File: src/rtl/muldiv_pkg.sv
// Shared definitions for the RV32M multiply/divide execute unit.
// Holds the funct3 op encodings, the unit's FSM state encoding and the
// default datapath width shared with the ALU and register file.
package muldiv_pkg;

  localparam int unsigned XLEN_DEFAULT = 32;

  // funct3 encodings of the M-extension ops
  localparam logic [2:0] MD_MUL    = 3'b000;
  localparam logic [2:0] MD_MULH   = 3'b001;
  localparam logic [2:0] MD_MULHSU = 3'b010;
  localparam logic [2:0] MD_MULHU  = 3'b011;
  localparam logic [2:0] MD_DIV    = 3'b100;
  localparam logic [2:0] MD_DIVU   = 3'b101;
  localparam logic [2:0] MD_REM    = 3'b110;
  localparam logic [2:0] MD_REMU   = 3'b111;

  // IDLE must stay at zero: reset forces the all-zero encoding
  typedef enum logic [2:0] {
    IDLE = 3'd0,
    MUL  = 3'd1,
    DIV  = 3'd2,
    FIX  = 3'd3,
    FAST = 3'd4
  } state_e;

  // Bit 2 of funct3 separates the divide group from the multiply group
  function automatic logic md_is_div(input logic [2:0] op);
    return op[2];
  endfunction

endpackage

File: src/rtl/muldiv_divider.sv
// Iterative unsigned restoring divider core.
// Ports:
//   i_clk, i_rst_n            clock, async active-low reset
//   i_start                   load new operands and begin dividing
//   i_dividend, i_divisor     unsigned operands (magnitudes)
//   o_quotient, o_remainder   results, final once the last iteration is done
//   o_done                    high in the cycle whose closing edge runs the last iteration
// One quotient bit is produced per cycle; XLEN iterations follow the start edge.
module muldiv_divider #(
  parameter int unsigned XLEN = 32
) (
  input  logic            i_clk,
  input  logic            i_rst_n,
  input  logic            i_start,
  input  logic [XLEN-1:0] i_dividend,
  input  logic [XLEN-1:0] i_divisor,
  output logic [XLEN-1:0] o_quotient,
  output logic [XLEN-1:0] o_remainder,
  output logic            o_done
);

  localparam int unsigned CntW = $clog2(XLEN + 1);

  logic [XLEN-1:0] r_quot;     // dividend shifts out the top, quotient bits shift in below
  logic [XLEN-1:0] r_rem;
  logic [XLEN-1:0] r_divisor;
  logic [CntW-1:0] r_cnt;

  logic [XLEN:0]   w_shift;
  logic [XLEN:0]   w_diff;
  logic            w_fits;

  always_comb begin
    w_shift = {r_rem, r_quot[XLEN-1]};
    w_diff  = w_shift - {1'b0, r_divisor};
    // Partial remainder is always < 2*divisor, so bit XLEN of the difference is a clean borrow
    w_fits  = ~w_diff[XLEN];
  end

  always_ff @(posedge i_clk or negedge i_rst_n) begin
    if (!i_rst_n) begin
      r_quot    <= '0;
      r_rem     <= '0;
      r_divisor <= '0;
      r_cnt     <= '0;
    end else if (i_start) begin
      r_quot    <= i_dividend;
      r_rem     <= '0;
      r_divisor <= i_divisor;
      r_cnt     <= CntW'(XLEN);
    end else if (r_cnt != '0) begin
      r_quot <= {r_quot[XLEN-2:0], w_fits};
      r_rem  <= w_fits ? w_diff[XLEN-1:0] : w_shift[XLEN-1:0];
      r_cnt  <= r_cnt - CntW'(1);
    end
  end

  assign o_quotient  = r_quot;
  assign o_remainder = r_rem;
  assign o_done      = (r_cnt == CntW'(1));

endmodule

File: src/rtl/muldiv_unit.sv
// Multi-cycle RV32M execute unit sitting beside the EX-stage ALU.
// Ports:
//   i_clk, i_rst_n             clock, async active-low reset
//   i_start                    request strobe, taken only while not busy and not flushing
//   i_op                       funct3 of the M-extension op
//   i_operand_a, i_operand_b   rs1 / rs2 values, sampled only on accept
//   i_tag_in                   destination register of the request
//   i_flush                    kill any in-flight op and drop a same-cycle start
//   o_busy                     unit occupied
//   o_result_valid             one-cycle result pulse
//   o_result, o_tag_out        result and its rd tag, held until the next pulse
// Multiplies run through a MUL_LATENCY-deep pipe; divides use the iterative core
// followed by a sign-fix cycle; divide-by-zero and signed overflow finish in one cycle.
module muldiv_unit
  import muldiv_pkg::*;
#(
  parameter int unsigned XLEN        = XLEN_DEFAULT,
  parameter int unsigned MUL_LATENCY = 2,
  parameter int unsigned TAG_W       = 5
) (
  input  logic             i_clk,
  input  logic             i_rst_n,
  input  logic             i_start,
  input  logic [2:0]       i_op,
  input  logic [XLEN-1:0]  i_operand_a,
  input  logic [XLEN-1:0]  i_operand_b,
  input  logic [TAG_W-1:0] i_tag_in,
  input  logic             i_flush,
  output logic             o_busy,
  output logic             o_result_valid,
  output logic [XLEN-1:0]  o_result,
  output logic [TAG_W-1:0] o_tag_out
);

  localparam logic [XLEN-1:0] MostNeg    = {1'b1, {(XLEN-1){1'b0}}};
  localparam logic [1:0]      MulCntInit = 2'(MUL_LATENCY - 1);

  state_e r_state, w_state_d;

  // Request decode
  logic w_accept, w_is_div, w_signed_div, w_is_rem;
  logic w_a_neg, w_b_neg, w_b_zero, w_ovf, w_fast;
  logic w_sign_a, w_sign_b;
  logic [XLEN-1:0] w_a_mag, w_b_mag, w_fast_res;

  // Multiply path
  logic signed [XLEN:0] w_mul_a, w_mul_b;
  logic [2*XLEN-1:0]    w_prod;
  logic [XLEN-1:0]      w_mul_res;
  logic [XLEN-1:0]      r_mul_pipe [MUL_LATENCY];
  logic [1:0]           r_mul_cnt;

  // Divide path
  logic            w_div_start, w_div_done;
  logic [XLEN-1:0] w_quot, w_rem, w_fix_res;

  // State captured on accept
  logic [TAG_W-1:0] r_tag;
  logic             r_is_rem, r_neg_q, r_neg_r;
  logic [XLEN-1:0]  r_fast_res;

  // Output registers
  logic             r_valid, w_valid_d;
  logic [XLEN-1:0]  r_result, w_result_d;
  logic [TAG_W-1:0] r_tag_out, w_tag_d;

  always_comb begin
    w_accept     = i_start && (r_state == IDLE) && !i_flush;
    w_is_div     = md_is_div(i_op);
    w_signed_div = w_is_div && !i_op[0];
    w_is_rem     = i_op[1];
    w_a_neg      = w_signed_div && i_operand_a[XLEN-1];
    w_b_neg      = w_signed_div && i_operand_b[XLEN-1];
    w_a_mag      = w_a_neg ? -i_operand_a : i_operand_a;
    w_b_mag      = w_b_neg ? -i_operand_b : i_operand_b;
    w_b_zero     = (i_operand_b == '0);
    w_ovf        = w_signed_div && (i_operand_a == MostNeg) && (i_operand_b == '1);
    w_fast       = w_is_div && (w_b_zero || w_ovf);
    if (w_b_zero) begin
      w_fast_res = w_is_rem ? i_operand_a : '1;
    end else begin
      w_fast_res = w_is_rem ? '0 : i_operand_a;
    end
    w_div_start = w_accept && w_is_div && !w_fast;
  end

  // One extra sign bit per operand lets a single signed multiplier cover all four variants
  always_comb begin
    w_sign_a  = (i_op[1:0] == MD_MULH[1:0]) || (i_op[1:0] == MD_MULHSU[1:0]);
    w_sign_b  = (i_op[1:0] == MD_MULH[1:0]);
    w_mul_a   = $signed({w_sign_a && i_operand_a[XLEN-1], i_operand_a});
    w_mul_b   = $signed({w_sign_b && i_operand_b[XLEN-1], i_operand_b});
    w_prod    = w_mul_a * w_mul_b;
    w_mul_res = (i_op[1:0] == MD_MUL[1:0]) ? w_prod[XLEN-1:0] : w_prod[2*XLEN-1:XLEN];
  end

  always_ff @(posedge i_clk or negedge i_rst_n) begin
    if (!i_rst_n) begin
      for (int i = 0; i < int'(MUL_LATENCY); i++) begin
        r_mul_pipe[i] <= '0;
      end
      r_mul_cnt <= '0;
    end else begin
      if (w_accept && !w_is_div) begin
        r_mul_pipe[0] <= w_mul_res;
        r_mul_cnt     <= MulCntInit;
      end
      if (r_state == MUL) begin
        for (int i = 1; i < int'(MUL_LATENCY); i++) begin
          r_mul_pipe[i] <= r_mul_pipe[i-1];
        end
        if (r_mul_cnt != 2'd0) begin
          r_mul_cnt <= r_mul_cnt - 2'd1;
        end
      end
    end
  end

  muldiv_divider #(
    .XLEN (XLEN)
  ) u_divider (
    .i_clk       (i_clk),
    .i_rst_n     (i_rst_n),
    .i_start     (w_div_start),
    .i_dividend  (w_a_mag),
    .i_divisor   (w_b_mag),
    .o_quotient  (w_quot),
    .o_remainder (w_rem),
    .o_done      (w_div_done)
  );

  // Quotient is negative iff operand signs differ; remainder follows the dividend
  always_comb begin
    if (r_is_rem) begin
      w_fix_res = r_neg_r ? -w_rem : w_rem;
    end else begin
      w_fix_res = r_neg_q ? -w_quot : w_quot;
    end
  end

  always_ff @(posedge i_clk or negedge i_rst_n) begin
    if (!i_rst_n) begin
      r_tag      <= '0;
      r_is_rem   <= 1'b0;
      r_neg_q    <= 1'b0;
      r_neg_r    <= 1'b0;
      r_fast_res <= '0;
    end else if (w_accept) begin
      r_tag      <= i_tag_in;
      r_is_rem   <= w_is_rem;
      r_neg_q    <= w_a_neg ^ w_b_neg;
      r_neg_r    <= w_a_neg;
      r_fast_res <= w_fast_res;
    end
  end

  always_comb begin
    w_state_d  = r_state;
    w_valid_d  = 1'b0;
    w_result_d = r_result;
    w_tag_d    = r_tag_out;
    unique case (r_state)
      IDLE: begin
        if (w_accept) begin
          if (!w_is_div) begin
            w_state_d = MUL;
          end else if (w_fast) begin
            w_state_d = FAST;
          end else begin
            w_state_d = DIV;
          end
        end
      end
      MUL: begin
        if (r_mul_cnt == 2'd0) begin
          w_state_d  = IDLE;
          w_valid_d  = 1'b1;
          w_result_d = r_mul_pipe[MUL_LATENCY-1];
          w_tag_d    = r_tag;
        end
      end
      DIV: begin
        if (w_div_done) begin
          w_state_d = FIX;
        end
      end
      FIX: begin
        w_state_d  = IDLE;
        w_valid_d  = 1'b1;
        w_result_d = w_fix_res;
        w_tag_d    = r_tag;
      end
      FAST: begin
        w_state_d  = IDLE;
        w_valid_d  = 1'b1;
        w_result_d = r_fast_res;
        w_tag_d    = r_tag;
      end
      default: begin
        w_state_d = IDLE;
      end
    endcase
    // Flush kills whatever would complete on this edge; held outputs stay put
    if (i_flush) begin
      w_state_d  = IDLE;
      w_valid_d  = 1'b0;
      w_result_d = r_result;
      w_tag_d    = r_tag_out;
    end
  end

  always_ff @(posedge i_clk or negedge i_rst_n) begin
    if (!i_rst_n) begin
      r_state   <= IDLE;
      r_valid   <= 1'b0;
      r_result  <= '0;
      r_tag_out <= '0;
    end else begin
      r_state   <= w_state_d;
      r_valid   <= w_valid_d;
      r_result  <= w_result_d;
      r_tag_out <= w_tag_d;
    end
  end

  assign o_busy         = (r_state != IDLE);
  assign o_result_valid = r_valid;
  assign o_result       = r_result;
  assign o_tag_out      = r_tag_out;

endmodule
File: config.mk
export PLATFORM = sky130hd
export DESIGN_NAME = muldiv_unit
export DESIGN_NICKNAME = d
export VERILOG_FILES = /design/src/rtl/muldiv_pkg.sv /design/src/rtl/muldiv_divider.sv /design/src/rtl/muldiv_unit.sv
export SDC_FILE = /design/constraint.sdc
export NUM_CORES = 2
export LEC_CHECK = 0
export ABC_CLOCK_PERIOD_IN_PS = 7500
export CAP_MARGIN = 0
export CORE_ASPECT_RATIO = 1.25
export CORE_MARGIN = 4
export CORE_UTILIZATION = 45
export CTS_BUF_LIST = sky130_fd_sc_hd__clkbuf_4
export DETAILED_ROUTE_END_ITERATION = 10
export GPL_ROUTABILITY_DRIVEN = 0
export GPL_TIMING_DRIVEN = 0
export PLACE_DENSITY = 0.58
export SYNTH_ARGS = -nofsm -noshare
export SYNTH_HDL_FRONTEND = slang
export SYNTH_HIERARCHICAL = 1
export SYNTH_SLANG_ARGS = --single-unit
File: constraint.sdc
create_clock -name i_clk -period 7.5 [get_ports i_clk]
set_input_delay 1.125 -clock i_clk [delete_from_list [all_inputs] [get_ports i_clk]]
set_output_delay 1.125 -clock i_clk [all_outputs]
set_load 0.05 [all_outputs]
* Word-level counts from Yosys, hierarchy flattened
Index checks and enable logic that the tools add are counted.
** Storage, ports and cells
- Memories kept :: 0
- Latch bits :: 0
- Bits in read-only memories :: 0
- RAM bits :: 0
- Register bits :: 249
** Operators by class
- Eq/ne operators :: 13
- Divide/modulo/power cells :: 0
- $mul :: 1
- Reduce and logical (&&, ||, !) cells :: 33
- Add/subtract/negate cells :: 7
- Bitwise gates (word level) :: 3
- Multiplexer cells :: 33
- Shift-type cells :: 0
- $lt $le $gt $ge :: 0
** Operator list (number)
- 2-to-1 mux 32 bit :: 15
- negation 32 bit :: 4
- case mux 32 bit (3 select lines) :: 1
- equality test 32 bit (second input constant) :: 2
- multiplier 33 x 33 -> 64 bit :: 1
- subtractor 33 x 32 -> 33 bit :: 1
- zero test 32 bit :: 1
- 2-to-1 mux 3 bit :: 6
- logical AND 1 bit :: 13
- 2-to-1 mux 6 bit :: 2
- case mux 5 bit (2 select lines) :: 1
- case mux 3 bit (3 select lines) :: 1
- AND reduction 3 bit :: 3
- equality test 3 x 2 -> 1 bit (second input constant) :: 2
- equality test 6 x 1 -> 1 bit (second input constant) :: 1
- 2-to-1 mux 2 bit :: 3
- != test 3 x 2 -> 1 bit (second input constant) :: 2
- nonzero test 2 bit :: 3
- nonzero test 3 bit :: 2
- nonzero test 6 bit :: 1
- subtractor 6 x 1 -> 6 bit (second input constant) :: 1
- 2-to-1 mux 5 bit :: 1
- zero test 1 bit :: 4
- zero test 2 bit :: 2
- other kinds (14) :: 17

* Logic depth before layout (Yosys ltp)
- Depth in word-level cells :: 11
- Mapped depth :: 34
- Mapped depth without buffers :: 30

* Cells and area by module
The synthesis kept the hierarchy.
** By module, submodules not included
- muldiv_unit :: sequential area each 3678.5 um^2, cells each 5403, instances 1, area each 47505.6 um^2
- muldiv_divider :: sequential area each 2552.4 um^2, cells each 754, instances 1, area each 6523.8 um^2

* Worst setup path before layout
No wires, ideal clock.
- Path type :: input to register
- Start :: in i_op[1]
- End :: reg r_mul_pipe[60] in the netlist's numbering
- Arrival time :: 9.554 ns
- Slack :: -2.188 ns
- Library setup time :: 0.133 ns
- Stages on the path :: 32
- Path through :: clkbuf_1 -> clkbuf_1 -> inv_1 -> ha_1 -> and2_0 -> clkbuf_1 -> nand2_1 -> inv_1 -> fa_1 -> inv_1 -> fa_1 -> inv_1 -> fa_1 -> fa_1 -> inv_1 -> fa_1 -> inv_1 -> fa_1 -> inv_1 -> fa_1 -> fa_1 -> inv_1 -> ha_1 -> and3_1 -> nand4_1 -> nor2_1 -> a2111oi_0 -> nand3b_1 -> o221ai_1 -> o21ai_0 -> mux2i_1 -> a21oi_1
** Between the ends
- Longest elaborated chain between the ends :: 5
** RTL lines
- start, declared :: RTL line muldiv_unit.sv:24 : input logic [2:0] i_op,
- equality test 2 x 1 -> 1 bit / equality test 2 bit (equally long branches) :: RTL line muldiv_unit.sv:89, muldiv_unit.sv:90
- logical OR 1 bit :: RTL line muldiv_unit.sv:89 : w_sign_a = (i_op[1:0] == MD_MULH[1:0]) || (i_op[1:0] == MD_MULHSU[1:0]);
- logical AND 1 bit :: RTL line muldiv_unit.sv:91 : w_mul_a = $signed({w_sign_a && i_operand_a[XLEN-1], i_operand_a});
- multiplier 33 x 33 -> 64 bit :: RTL line muldiv_unit.sv:93 : w_prod = w_mul_a * w_mul_b;
- 2-to-1 mux 32 bit (*) :: RTL line muldiv_unit.sv:94 : w_mul_res = (i_op[1:0] == MD_MUL[1:0]) ? w_prod[XLEN-1:0] : w_prod[2*XLEN-1:XLEN];
- end signal, assigned by index :: RTL line muldiv_unit.sv:110 : r_mul_pipe[i] <= r_mul_pipe[i-1];
- end, declared :: RTL line muldiv_unit.sv:50 : logic [XLEN-1:0] r_mul_pipe [MUL_LATENCY];
Every way passes the cells marked *; elsewhere a longest branch is shown, timed or not.
A chain may end at the register's enable or synchronous reset.

* Worst setup path after layout
- Start :: in i_operand_b[26]
- End :: reg r_mul_pipe[56] in the netlist's numbering
** Between the ends
- Longest elaborated chain between the ends :: 2
** RTL lines
- start, declared :: RTL line muldiv_unit.sv:26 : input logic [XLEN-1:0] i_operand_b,
- multiplier 33 x 33 -> 64 bit :: RTL line muldiv_unit.sv:93
- 2-to-1 mux 32 bit :: RTL line muldiv_unit.sv:94
No other way between the ends.

==> results.ini <==
[run]
maxCapViolCount = 0

[layout]
syn2layout_area_growth_pct = 16.55
multi_input_area_um2 = 43180
register_area_um2 = 6231
fillers = 11140
drive_above_1_share_pct = 15.27
fin_nets = 7926

[synth]
synthFlopType = dfrtp_1
synthArstFlopShare_pct = 100.0
synth-edff-count = 0
yosysWarnings = 6
synth_commonest_cells = 1271 x inv_1, 1126 x fa_1, 1062 x nand2_1, 308 x clkbuf_1, 253 x ha_1
ys_ff_latch = 249
syn_area_per_cell_um2 = 8.775
synth_most_common_cell = inv_1
ys_seq_area_share_pct = 11.53
synth_top_area_share_pct = 41.72
syn_nets = 7612
synthCells = 6157
synth_top_area_cell = fa_1
syn-cell-area_um2 = 54030
yosys.cell_types.count = 87
synth_area_leaders = fa_1 42%, dfrtp_1 12%, inv_1 8.8%, nand2_1 7.4%, ha_1 5.9%

[floorplanning]
die_w_um = 317.9
start_util_pct = 45.51
ios = 115
die_area_um2 = 125700
die_h_um = 395.4
rows = 141
core-area_um2 = 118700

[hold_path]
worstHoldPathType = input pin to async pin

[timing]
slew_headroom_pct = 18.68
fin_crit_sh_pct = 109.1
setup_violations = 28
hold_viol_final = 0
period_minus_slack_ns = 8.185
worst_slack_ns = -0.6851
rsz0062_at_grt = true
fin_skew_ns = 0.06000
fin_setup_tns_ns = -10.47
tightest_slew_ns = 1.209
max_freq_mhz = 122.2
maxSlewViolCount = 0

[worst_setup_path]
path_class = input pin to flop
cpMostUsedCell = fa_1
cp.arrival_ns = 8.88
slowest_delay_ns = 0.59
crit_path_start_kind = input pin
critPathRequiredTime_ns = 8.19
critPathSlowestCell = fa_1
worstPathMaxFanout = 10
r2r_slack_ns = 3.21
endpoint_kind = flop

[routing]
drc = 0
routed_wl_um = 229400
drt_pre_antenna_iters = 7
num_vias = 46900
vias_per_cell = 5.790
drt_iter0_drc = 4516
wl_per_cell_um = 28.33
antenna_left = 0

[outcome]
outcome = complete, but fails checks
violations = setup timing

[grt]
grt_max_degree = 117
grt_pass1_wl_um = 327900
grt-ovfl-total = 0
grt_pass1_vias = 48520
grt_usage_pct = 35.96
antenna_found_initial = 22

[clock_network]
cts_tree = done
clock_latency_ns = 0.80
htreeDepth = 2
cts_made_buffers = 54
cts_sinks = 249
clk_pin_slew_ns = 0.07
cts_buffer_depth = 3
ctsHoldBuffers = 0
root_buffer = clkbuf_4

[place]
port_buffers = 76
dp_hpwl_um = 181900

[per-layer routing]
metal	GRT usage [%]	vias up	wire length, um
li1	-	19420	-
met4	33.21	8	26590
met3	7.102	1031	19770
met5	0	-	58
met2	57.61	2714	105000
met1	40.44	23730	77980
[sequential cells by signal (all words and copies together) (netlist names)]
register and flops:
o_result_valid 1, u_divider/o_remainder 32, r_fast_res 32, r_mul_pipe 64
u_divider/r_divisor 32, r_neg_q 1, r_mul_cnt 2, u_divider/r_cnt 6
r_neg_r 1, o_tag_out 5, r_is_rem 1, u_divider/o_quotient 32
o_result 32, r_state 3, r_tag 5
[area by class of cell]
type,count,area share [%]
plain buffers,362,5.345
clock buffers,78,0.9299
repair buffers,278,4.059
inverters,1273,7.791
well taps,1573,3.125
multi-input cells,4252,68.57
diodes,18,0.07153
flip-flops and latches,249,9.895
repair inverters,1,0.01391
clock inverters,15,0.2027
[kinds of logic (layout without fill, tap and decap cells)]
kind of cell	count (synthesis)	after routing	synth area share, %
adders and majority gates	1398	1398	47.93
AOI/OAI and AO/OA	757	757	9.150
muxes	84	84	1.656
DFF	249	249	11.53
buffers and inverters	1656	2007	11.60
and+or+nand+nor	1812	1812	14.82
other	0	18	0
xor gates and xnor gates	201	201	3.307
[placed cells by master (no fill, tap or decap), types with 29 or more instances in the layout]
cell             Yosys  routed
inv_2                0      54
xnor2_1            124     118
fa_1              1126    1073
and2_1             238     234
nand3_1             46      41
mux2_2              43      38
xor2_1              75      72
nand2_1           1062    1032
nor2_1             252     235
a21oi_1            172     141
a211oi_1            51      46
ha_4                 0      32
a21o_1              66      65
dfrtp_1            249     249
nor3_1              40      36
clkbuf_1           308      86
buf_6                4      55
nand4_1             30      30
clkdlybuf4s50_1      0      47
mux2i_1             41      41
o21ai_1              3      29
ha_1               253     215
clkbuf_16            0      34
inv_1             1271    1188
clkbuf_4             1     120
fa_2                 0      53
clkbuf_8             0      42
clkbuf_2             0      51
o21ai_0            218     178
buf_4                2     191
[critical path: cells and delay by family]
kind                       cells  cell delay, ns
adders and majority gates      9            4.46
xor gates and xnor gates       1            0.17
and+or+nand+nor                3            0.37
buffers and inverters          7            1.46
AOI/OAI and AO/OA              7            1.25
[worst paths after layout]
| kind | from | end | cells past startpoint |
|---|---|---|---|
| min in group i_clk | r_tag[2]$_DFFE_PN0P_ | r_tag[2]$_DFFE_PN0P_ | 2 |
| max in group asynchronous | i_rst_n | u_divider/r_divisor[17]$_DFFE_PN0P_ | 2 |
| setup / recovery | i_operand_b[26] | r_mul_pipe[56]$_DFFE_PN0P_ | 27 |
| hold / removal | i_rst_n | r_tag[2]$_DFFE_PN0P_ | 1 |
| hold reg to reg | r_tag[2]$_DFFE_PN0P_ | r_tag[2]$_DFFE_PN0P_ | 2 |
| setup reg to reg | r_state[1]$_DFFE_PN0P_ | u_divider/o_remainder[0]$_DFFE_PN0P_ | 10 |
[through the flow]
stage / area, um^2 / instances / hold slack, ns / worst slack (ns) / util (%)
finish: 62970 / 8099 / 0.2178 / -0.6851 / 53.04
detailed placement: 57910 / 7808 / 0.4650 / -3.163 / 48.78
global route: 62930 / 8082 / 0.1785 / -0.8343 / 53.00
CTS: 61760 / 8019 / 0.1439 / -0.5161 / 52.02
floorplan: 55120 / 6157 / 0.4401 / -1.081 / -
global placement: 57850 / 7806 / 0.4528 / -5.573 / 48.73
[timing repair]
action                                  in CTS  in global routing
endpoints found under the setup margin      32                 32
cloned                                       2                  2
buffers inserted                           126                 73
pin swaps                                  169                122
gates resized for setup                    755                285
Power is not shown: default switching activity piles up to over one toggle a cycle in this logic, so the estimate is an artifact.
